File: config.mk
export PLATFORM = sky130hd
export DESIGN_NAME = butterfly_mac_accum
export DESIGN_NICKNAME = d
export VERILOG_FILES = /design/src/rtl/butterfly_mac_accum.sv
export SDC_FILE = /design/constraint.sdc
export NUM_CORES = 1
export LEC_CHECK = 0
export CORE_UTILIZATION = 35
export CTS_CLUSTER_DIAMETER = 80
export DETAILED_ROUTE_END_ITERATION = 6
export SLEW_MARGIN = 20
export SYNTH_ARGS = -nofsm -noshare
export SYNTH_HDL_FRONTEND = slang
export SYNTH_SLANG_ARGS = --single-unit
File: constraint.sdc
create_clock -name clk_MAC -period 5.53 [get_ports clk_MAC]
set_clock_uncertainty 0.15 [all_clocks]
set_input_delay 0.8295 -clock clk_MAC [delete_from_list [all_inputs] [get_ports clk_MAC]]
set_output_delay 0.8295 -clock clk_MAC [all_outputs]
set_load 0.1 [all_outputs]
File: src/rtl/butterfly_mac_accum.sv
// Radix-2 FFT butterfly accumulate-and-combine stage: accumulates B*W partial products,
// forms A+BW / A-BW with scale, round and saturate, and stages real/imag pairs to a valid/ready output.
module butterfly_mac_accum #(
    parameter int DW    = 16,
    parameter int ACC_W = DW + 2,
    parameter int SCALE = 1,
    parameter int SAT   = 1
) (
    input  logic          clk_MAC,
    input  logic          rst,
    input  logic          clr,
    input  logic          flag_clr,
    input  logic          prod_vld,
    input  logic          prod_sub,
    input  logic [DW-1:0] in_prod,
    input  logic [DW-1:0] in_A_R,
    input  logic [DW-1:0] in_A_I,
    input  logic          Ld_R,
    input  logic          Ld_I,
    output logic          ld_rdy,
    input  logic          out_rdy,
    output logic          out_vld,
    output logic [DW-1:0] OUT1_R,
    output logic [DW-1:0] OUT1_I,
    output logic [DW-1:0] OUT2_R,
    output logic [DW-1:0] OUT2_I,
    output logic          ovf,
    output logic          err
);
    // state  | meaning
    // EMPTY  | no part staged
    // HAVE_R | real pair staged, waiting for imag
    // HAVE_I | imag pair staged, waiting for real
    // BOTH   | full pair staged, output register busy
    typedef enum logic [1:0] {EMPTY, HAVE_R, HAVE_I, BOTH} state_t;

    // One guard bit over a+p plus one for the rounding add, so neither can wrap.
    localparam int SW = ACC_W + 2;
    localparam logic signed [SW-1:0] HALF = SW'((2 ** SCALE) / 2);
    localparam logic signed [SW-1:0] MAXV = SW'((64'sd1 <<< (DW - 1)) - 64'sd1);
    localparam logic signed [SW-1:0] MINV = ~MAXV;

    state_t state, state_nxt;
    logic signed [ACC_W-1:0] acc;
    logic [DW-1:0] stg_1r, stg_2r, stg_1i, stg_2i;
    logic [DW-1:0] nxt_1r, nxt_2r, nxt_1i, nxt_2i;
    logic [DW-1:0] a_sel;
    logic signed [SW-1:0] a_x, p_x, s1, s2;
    logic [DW:0] q1, q2;
    logic signed [ACC_W-1:0] prod_x;
    logic ld_r_ok, ld_i_ok, complete, xfer, err_set, ovf_set;

    function automatic logic [DW:0] scale_sat(input logic signed [SW-1:0] s);
        logic signed [SW-1:0] r;
        r = (s + HALF) >>> SCALE;
        if (r > MAXV)
            return {1'b1, (SAT != 0) ? MAXV[DW-1:0] : r[DW-1:0]};
        else if (r < MINV)
            return {1'b1, (SAT != 0) ? MINV[DW-1:0] : r[DW-1:0]};
        else
            return {1'b0, r[DW-1:0]};
    endfunction

    assign ld_rdy = (state != BOTH);
    assign prod_x = {{(ACC_W-DW){in_prod[DW-1]}}, in_prod};

    always_comb begin
        a_sel = Ld_R ? in_A_R : in_A_I;
        a_x   = {{(SW-DW){a_sel[DW-1]}}, a_sel};
        p_x   = {{(SW-ACC_W){acc[ACC_W-1]}}, acc};
        s1    = a_x + p_x;
        s2    = a_x - p_x;
        q1    = scale_sat(s1);
        q2    = scale_sat(s2);
    end

    always_comb begin
        ld_r_ok   = Ld_R && (state == EMPTY || state == HAVE_I);
        ld_i_ok   = Ld_I && !Ld_R && (state == EMPTY || state == HAVE_R);
        complete  = (state == BOTH) || (state == HAVE_R && ld_i_ok) || (state == HAVE_I && ld_r_ok);
        xfer      = complete && (!out_vld || out_rdy);
        err_set   = (Ld_R && Ld_I) || (Ld_R && !ld_r_ok) || (Ld_I && !Ld_R && !ld_i_ok);
        ovf_set   = (ld_r_ok || ld_i_ok) && (q1[DW] || q2[DW]);
        nxt_1r    = ld_r_ok ? q1[DW-1:0] : stg_1r;
        nxt_2r    = ld_r_ok ? q2[DW-1:0] : stg_2r;
        nxt_1i    = ld_i_ok ? q1[DW-1:0] : stg_1i;
        nxt_2i    = ld_i_ok ? q2[DW-1:0] : stg_2i;
        state_nxt = state;
        if (xfer)
            state_nxt = EMPTY;
        else if (complete)
            state_nxt = BOTH;
        else if (ld_r_ok)
            state_nxt = HAVE_R;
        else if (ld_i_ok)
            state_nxt = HAVE_I;
    end

    always_ff @(posedge clk_MAC or negedge rst) begin
        if (!rst)
            state <= EMPTY;
        else
            state <= state_nxt;
    end

    always_ff @(posedge clk_MAC or negedge rst) begin
        if (!rst) begin
            acc     <= '0;
            stg_1r  <= '0;
            stg_2r  <= '0;
            stg_1i  <= '0;
            stg_2i  <= '0;
            OUT1_R  <= '0;
            OUT2_R  <= '0;
            OUT1_I  <= '0;
            OUT2_I  <= '0;
            out_vld <= 1'b0;
            ovf     <= 1'b0;
            err     <= 1'b0;
        end else begin
            // Any load, taken or rejected, pre-empts clr and the product this cycle.
            if (ld_r_ok || ld_i_ok)
                acc <= '0;
            else if (Ld_R || Ld_I)
                acc <= acc;
            else if (clr)
                acc <= '0;
            else if (prod_vld)
                acc <= prod_sub ? acc - prod_x : acc + prod_x;
            stg_1r <= nxt_1r;
            stg_2r <= nxt_2r;
            stg_1i <= nxt_1i;
            stg_2i <= nxt_2i;
            if (xfer) begin
                OUT1_R  <= nxt_1r;
                OUT2_R  <= nxt_2r;
                OUT1_I  <= nxt_1i;
                OUT2_I  <= nxt_2i;
                out_vld <= 1'b1;
            end else if (out_rdy) begin
                out_vld <= 1'b0;
            end
            ovf <= (ovf && !flag_clr) || ovf_set;
            err <= (err && !flag_clr) || err_set;
        end
    end
endmodule
======== Word-level counts from Yosys, hierarchy flattened ========
Cells that the tools add are included.
storage, ports and cells
  bits in registers ....................... 151
  bits in latches ......................... 0
  RAM bits ................................ 0
  bits in read-only memories .............. 0
  bits of input ports ..................... 57
  output and inout bits ................... 68
  logic and storage cells ................. 82
  memories kept ........................... 0
cells by class
  add/sub/neg operators ................... 6
  multiply operators ...................... 0
  divide/modulo/power cells ............... 0
  order comparisons ....................... 4
  eq/ne operators ......................... 5
  shifts and indexed selects .............. 0
  multiplexer cells ....................... 20
  bitwise gates (word level) .............. 0
  reduce and logical (&&, ||, !) cells .... 34
operators with widths
  cell                                                                                count
  18-bit 2-to-1 mux                                                                   5
  16-bit 2-to-1 mux                                                                   5
  17-bit 2-to-1 mux                                                                   4
  19-bit by 2-bit adder with 20-bit output (second input constant)                    2
  19-bit by 16-bit greater-than comparator with 1-bit output (second input constant)  2
  19-bit by 16-bit less-than comparator with 1-bit output (second input constant)     2
  16-bit by 18-bit adder with 19-bit output                                           1
  16-bit by 18-bit subtractor with 19-bit output                                      1
  18-bit by 16-bit adder with 18-bit output                                           1
  18-bit by 16-bit subtractor with 18-bit output                                      1
  1-bit logical AND                                                                   12
  1-bit logical OR                                                                    12
  2-bit 2-to-1 mux                                                                    4
  1-bit zero test                                                                     5
  2-bit equality test (second input constant)                                         2
  2-bit != test (second input constant)                                               2
  4-bit nonzero test                                                                  1
  3-bit nonzero test                                                                  1
  2-bit by 1-bit equality test with 1-bit output (second input constant)              1
  2-bit zero test                                                                     1
  1-bit 2-to-1 mux                                                                    2
  2-bit AND reduction                                                                 1
  2-bit nonzero test                                                                  1

======== Depth between registers and ports, before layout ========
Gate-level depths: netlist (run 1).
  depth in word-level cells ............... 9
  gate-level depth with buffers ........... 17
  gate-level depth less buffers ........... 16

======== Worst setup path after synthesis (run 1) ========
Ideal clock, no wire load.
  path kind ............................... input to register
  from .................................... input port Ld_R
  to ...................................... register OUT2_I[10]
  library setup time ...................... 125 ps
  arrival ................................. 4821 ps
  data required time ...................... 5255 ps
  slack ................................... 433 ps
  stages .................................. 17
  buffers on the path ..................... 3
  cell sequence ........................... clkbuf_1 -> clkbuf_1 -> mux2i_1 -> ha_1 -> inv_1 -> ha_1 -> fa_1 -> a211oi_2 -> o211ai_1 -> a41o_1 -> a21oi_1 -> xnor2_1 -> o31ai_4 -> nand2_2 -> buf_2 -> o22a_1 -> mux2_2
between the ends
  cells in the longest elaborated chain, start to end .. 7
  elaborated cells between the ends (all ways) .. 17
  classes of those cells .................. 2 x add/sub; 2 x order compare; 4 x mux; 9 x reduce/logical
ends and longest elaborated chain
  item                                                     line  text
  start: declaration                                       18    input logic Ld_R,
  16-bit 2-to-1 mux                                        68    a_sel = Ld_R ? in_A_R : in_A_I;
  16-bit by 18-bit subtractor with 19-bit output           72    s2 = a_x - p_x;
  19-bit by 2-bit adder with 20-bit output                 55    r = (s + HALF) >>> SCALE;
  19-bit by 16-bit less-than comparator with 1-bit output  58    else if (r < MINV)
  17-bit 2-to-1 mux                                        58
  17-bit 2-to-1 mux                                        56    if (r > MAXV)
  16-bit 2-to-1 mux *                                      87    nxt_2i = ld_i_ok ? q2[DW-1:0] : stg_2i;
  via nxt_2i[10]                                           46    logic [DW-1:0] nxt_1r, nxt_2r, nxt_1i, nxt_2i;
  end signal: assignment                                   138   OUT2_I <= nxt_2i;
  end: declaration                                         26    output logic [DW-1:0] OUT2_I,
The timed path passes the listed nets; every way through them passes the cells marked *.
A chain may end at the register's enable or synchronous reset.

======== Final worst setup path (run 1) ========
  from .................................... input port Ld_R
  to ...................................... register OUT2_I[3]
Same word-level chain as after synthesis.

==> results.sh, run 1 <==
export IMPL_syn_to_final_growth_pct=24.0
export IMPL_final_core_util=0.446
export IMPL_clock_sinks=151
export IMPL_num_rows=59
export IMPL_initial_utilization=0.360
export IMPL_dieArea_um2=27600
export IMPL_cts_root_buf="clkbuf_16"
export IMPL_core_area_um2=26200
export IMPL_finalNetCount=1211
export IMPL_hold_depth=2
export IMPL_wl_um=23900
export IMPL_synth_edf_count=0
export IMPL_place_area_um2=11100
export IMPL_p_sw_frac=0.503
export IMPL_period_minus_slack_ps=5120
export IMPL_clk_path_buf_depth=2
export IMPL_worstPathRequired_ps=5700
export IMPL_setup_ws_ps=410
export IMPL_syn_cell_area_um2=9430
export IMPL_diodes=0
export IMPL_setup_tns_ps=0
export IMPL_mostFrequentLayoutCells="151 x dfrtp_1, 123 x clkdlybuf4s50_1, 101 x nand2_1, 70 x ha_1, 57 x a21oi_1"
export IMPL_crit_start="Ld_R"
export IMPL_crit_path_end_kind="flop"
export IMPL_synth_seq_area_share=0.401
export IMPL_reg2reg_to="OUT2_I[3]"
export IMPL_path_max_fanout=15
export IMPL_grt_pass1_vias=7399
export IMPL_final_layout_size_suffix_gt1_frac=0.127
export IMPL_path_clk_slew_ps=60
export IMPL_status="finished with violations"
export IMPL_setup_viol=0
export IMPL_cp_data_arrival_time_ps=5290
export IMPL_power_frac_comb=0.552
export IMPL_yosys_register_bits=151
export IMPL_first_pass_iters=7
export IMPL_power_density_nw_per_um2=560
export IMPL_min_to="stg_1r[5]"
export IMPL_reg2reg_depth=13
export IMPL_p_sw_mw=3.29
export IMPL_syn_nets=1086
export IMPL_postCtsResizedCells=0
export IMPL_slew_violations=0
export IMPL_drt_iter0_markers=536
export IMPL_drt_vias_per_instance=5.25
export IMPL_layout_commonest_cell="dfrtp_1"
export IMPL_syn_inst=956
export IMPL_overflow=0
export IMPL_die_y_um=166
export IMPL_max_vdd_ir_drop_mv=0.337
export IMPL_hold_ws_ps=326
export IMPL_r2r_setup_slack_ps=1410
export IMPL_intPower_mw=3.26
export IMPL_yosys_warnings=0
export IMPL_detail_route_antenna_nets=0
export IMPL_globalplace_congestion=0.870
export IMPL_drc=9
export IMPL_htree_levels=4
export IMPL_rsz0062_at_grt="false"
export IMPL_postCtsSetupBuffers=0
export IMPL_routedWlPerCell_um=16.8
export IMPL_pin_count=125
export IMPL_max_slew_margin_rel=0.318
export IMPL_synth_ff_type="dfrtp_1"
export IMPL_worst_pin_slew_ps=1020
export IMPL_io_buffer_count=124
export IMPL_hold_buffers=0
export IMPL_cts_buffers=17
export IMPL_stdcell_area_um2=11700
export IMPL_r2r_start="acc[1]"
export IMPL_hold_viol=0
export IMPL_ys_types=83
export IMPL_clockPowerShare=0.182
export IMPL_grt_max_degree=113
export IMPL_violations="design-rule violations"
export IMPL_async_flop_share=1.00
export IMPL_postSynthAreaPerCell_um2=9.86
export IMPL_cts_tree="yes"
export IMPL_dp_slack_ps=-18.7
export IMPL_hp_class="reg2reg"
export IMPL_worstHoldStart="stg_1r[5]"
export IMPL_antenna_found_initial=0
export IMPL_worst_setup_path_type="in2reg"
export IMPL_grt_usage=0.179
export IMPL_power_leakage_nw=4.86
export IMPL_start_kind="input pin"
export IMPL_post_route_period_util=0.926
export IMPL_die_w_um=166
export IMPL_grt_pass1_wl_um=39300
export IMPL_place_hpwl_um=18100
export IMPL_clkLatencyLatePin_ps=430
export IMPL_clock_fmax_ghz=0.195
export IMPL_cap_violations=0
export IMPL_vias=7498
export IMPL_power_frac_seq=0.266
-- cell usage after synthesis (13+ instances only) --
cell	instances	area share
a21oi_1	58	0.031
clkbuf_1	29	0.012
dfrtp_1	151	0.40
ha_1	70	0.093
inv_1	48	0.019
mux2_2	50	0.060
nand2_1	101	0.040
nand2b_1	13	0.0086
nor2_1	55	0.022
nor2b_1	15	0.010
nor3_1	14	0.0074
o21a_1	15	0.012
o21ai_0	50	0.027
o21ai_1	27	0.014
o221ai_1	19	0.018
o22a_1	30	0.028
xnor2_1	37	0.034
xor2_1	17	0.016
-- how the worst max path moves through the flow --
stage | end | cells past startpoint
4_1_cts | OUT2_I[3] | 14
6_report | OUT2_I[3] | 14
3_3_place_gp | OUT2_I[4] | 14
5_1_grt | OUT1_I[14] | 15
2_1_floorplan | OUT2_I[10] | 17
3_5_place_dp | OUT2_I[2] | 14
-- critical path: stages --
cell and delay [ps]:
clkdlybuf4s50_1 700, buf_4 260, mux2_2 360, ha_1 370, fa_1 470, a211oi_2 270, o211ai_1 170, a41o_1 310
a21oi_1 170, xnor2_1 180, o31ai_4 330, nand2_2 270, o22a_1 300, mux2_2 270
-- stage by stage --
step	cells	power [mW]
after floorplan	956	4.49
after global placement	1397	5.34
after detailed placement	1397	5.38
after CTS	1429	6.59
after global routing	1429	6.86
final	1429	6.55
-- registers in the layout, indices dropped and copies added, names as in the netlist --
name,cells
acc,18
OUT1_I,16
OUT1_R,16
OUT2_I,16
OUT2_R,16
stg_1i,16
stg_1r,16
stg_2i,16
stg_2r,16
state,2
err,1
out_vld,1
ovf,1
-- power groups by stage --
stage	combinational, mW	sequential, mW	clock (mW)
5_1_grt	3.81	1.79	1.25
2_1_floorplan	1.16	3.33	0
4_1_cts	3.63	1.75	1.21
3_3_place_gp	3.59	1.76	0
6_report	3.62	1.74	1.19
3_5_place_dp	3.62	1.77	0
-- final cells by class --
type	count	area, µm²
flip-flops and latches	151	3780
well taps	335	419
repair buffers	142	1380
multi-input cells	721	5330
inverters	48	180
fillers	2499	14500
clock inverters	12	141
clock buffers	20	467
-- per-layer routing --
metal  wire (µm)  part of all wire  global-route usage  up-vias
met5           0                 0                   0        -
met4         237            0.0099              0.0471        0
met3         773             0.032              0.0257       19
met2       11100              0.46               0.290      151
met1       11900              0.50               0.251     3609
li1            -                 -                   -     3719
-- cell families (layout without fill, tap and decap cells) --
logic type / after synthesis / count (layout) / share of synthesized area
simple gates: 249 / 249 / 0.126
mux: 55 / 55 / 0.0650
xor+xnor: 54 / 54 / 0.0502
flops: 151 / 151 / 0.401
fa+ha+maj: 73 / 73 / 0.0993
buf+inv: 84 / 222 / 0.0364
compound gates: 290 / 290 / 0.222
(Power assumes the default switching activity.)
==> run 2, diff against run 1 <==
--- a/config.mk
+++ b/config.mk
@@ -8,6 +8,7 @@
 export CORE_UTILIZATION = 35
 export CTS_CLUSTER_DIAMETER = 80
 export DETAILED_ROUTE_END_ITERATION = 6
+export GPL_TIMING_DRIVEN = 0
 export SLEW_MARGIN = 20
 export SYNTH_ARGS = -nofsm -noshare
 export SYNTH_HDL_FRONTEND = slang
==> run 2 against run 1 <==
  * Critical endpoint is now OUT2_I[10]
  * Via count rose by 0.92%
  * The flow still finishes with violations (design-rule violations)
  * Sequential power is essentially flat
  * Worst hold slack got worse by 160 ps
==> results.sh, run 2 (synthesized netlist as in run 1, its figures left out) <==
export IMPL_status="finished with violations"
export IMPL_violations="design-rule violations"
export IMPL_largest_register="acc"
export IMPL_mostFrequentLayoutCells="151 x dfrtp_1, 121 x clkdlybuf4s50_1, 101 x nand2_1, 70 x ha_1, 58 x a21oi_1"
export IMPL_grt_pass1_vias=7678
export IMPL_place_area_um2=11100
export IMPL_path_max_fanout=10
export IMPL_power_leakage_nw=4.84
export IMPL_cts_root_buf="clkbuf_16"
export IMPL_period_minus_slack_ps=5130
export IMPL_vias=7567
export IMPL_globalplace_congestion=0.851
export IMPL_pin_count=125
export IMPL_stdcell_area_um2=11700
export IMPL_die_w_um=166
export IMPL_core_area_um2=26200
export IMPL_critical_path_top_delay_family="compound AO/OA/AOI/OAI gates"
export IMPL_fin_cells=1448
export IMPL_num_rows=59
export IMPL_htree_levels=4
export IMPL_overflow=0
export IMPL_cp_data_arrival_time_ps=5290
export IMPL_hp_class="in2async"
export IMPL_grt_pass1_wl_um=40200
export IMPL_setup_viol=0
export IMPL_cp_num_cells=18
export IMPL_cts_tree="yes"
export IMPL_grt_usage=0.183
export IMPL_crit_slowest_cell="a31oi_2"
export IMPL_dpl_cell_count=1416
export IMPL_path_clk_slew_ps=70
export IMPL_drt_iter0_markers=469
export IMPL_cp_num_buf_inv=5
export IMPL_detail_route_antenna_nets=0
export IMPL_drt_vias_per_instance=5.23
export IMPL_dieArea_um2=27600
export IMPL_critPathMaxStageDelay_ps=490
export IMPL_cts_buffers=17
export IMPL_path_cells="clkbuf_2 > clkbuf_8 > clkbuf_8 > mux2i_4 > ha_1 > inv_1 > ha_1 > fa_1 > a211oi_2 > o211ai_1 > a41oi_1 > a2bb2oi_1 > a32oi_1 > a31oi_2 > buf_6 > nor2_1 > o22a_1 > mux2_2"
export IMPL_worst_pin_slew_ps=985
export IMPL_wl_um=24400
export IMPL_reg2reg_depth=14
export IMPL_crit_path_end_kind="flop"
export IMPL_postCtsSetupBuffers=0
export IMPL_hold_ws_ps=168
export IMPL_worst_setup_path_type="in2reg"
export IMPL_post_route_period_util=0.927
export IMPL_place_hpwl_um=19100
export IMPL_initial_utilization=0.360
export IMPL_max_vdd_ir_drop_mv=0.349
export IMPL_syn_to_final_growth_pct=24.4
export IMPL_clkLatencyLatePin_ps=430
export IMPL_antenna_found_initial=0
export IMPL_diodes=0
export IMPL_setup_tns_ps=0
export IMPL_die_y_um=166
export IMPL_postCtsResizedCells=9
export IMPL_clock_fmax_ghz=0.195
export IMPL_io_buffer_count=123
export IMPL_max_slew_margin_rel=0.342
export IMPL_hold_buffers=0
export IMPL_final_layout_size_suffix_gt1_frac=0.118
export IMPL_layout_commonest_cell="dfrtp_1"
export IMPL_power_density_nw_per_um2=558
export IMPL_finalNetCount=1230
export IMPL_worstPathRequired_ps=5690
export IMPL_rsz0062_at_grt="false"
export IMPL_hold_viol=0
export IMPL_routedWlPerCell_um=16.8
export IMPL_clk_path_buf_depth=2
export IMPL_start_kind="input pin"
export IMPL_grt_max_degree=97
export IMPL_clock_sinks=151
export IMPL_final_core_util=0.448
export IMPL_slew_violations=0
export IMPL_first_pass_iters=7
export IMPL_largest_register_ffs=18
export IMPL_drc=9
export IMPL_cap_violations=0
-- run 2: cell types whose count changed in the layout (fill, tap and decap cells not counted), moves of 2 or more --
cell             delta
clkbuf_8            -2
inv_6               +6
buf_4              -17
clkbuf_1           +27
nand2b_1            +2
clkdlybuf4s50_1     -2
buf_2               +4
buf_6               +3
-- run 2: area by class of cell --
type | count | area [µm²]
plain buffers | 36 | 183
fillers | 2526 | 14500
multi-input cells | 721 | 5330
flip-flops and latches | 151 | 3780
well taps | 335 | 419
inverters | 48 | 180
clock inverters | 15 | 154
repair buffers | 125 | 1270
clock buffers | 17 | 425
-- run 2: metal layers --
| metal | up-vias | share of wire | GRT usage |
|---|---|---|---|
| met5 | - | 0 | 0 |
| met4 | 0 | 0.012 | 0.0479 |
| met3 | 19 | 0.030 | 0.0253 |
| met2 | 151 | 0.47 | 0.303 |
| met1 | 3628 | 0.49 | 0.250 |
| li1 | 3769 | - | - |
-- run 2: worst paths after layout --
path / from / to / slack (ps)
worst max-delay path: Ld_R / OUT2_I[10] / 400
min in group clk_MAC: stg_1r[1] / stg_1r[1] / 330
worst min register to register: stg_1r[1] / stg_1r[1] / 330
worst max register to register: acc[1] / OUT2_I[10] / 1190
worst min-delay path: rst / stg_1r[7] / 170
max in group asynchronous: rst / stg_2i[5] / 4220
-- run 2: stage by stage --
stage                     power, mW  setup WS [ps]
final                          6.54            404
after global placement         5.37          -2760
after global routing           6.85            198
after detailed placement       5.40          -1570
after floorplan                4.49            433
after CTS                      6.57            185
-- run 2: worst reg2reg max path: cells and delay by family, from the launching register on --
kind / cells / cell delay [ps]
buffers and inverters: 2 / 260
AO/OA/AOI/OAI: 7 / 1940
flip-flops: 1 / 430
multiplexers: 1 / 270
adder cells (fa/ha/maj): 3 / 1080
AND/OR/NAND/NOR: 1 / 90
-- run 2: power by group --
part	internal [mW]	switching, mW
clock	0.638	0.520
sequential	1.53	0.205
combinational	1.03	2.63
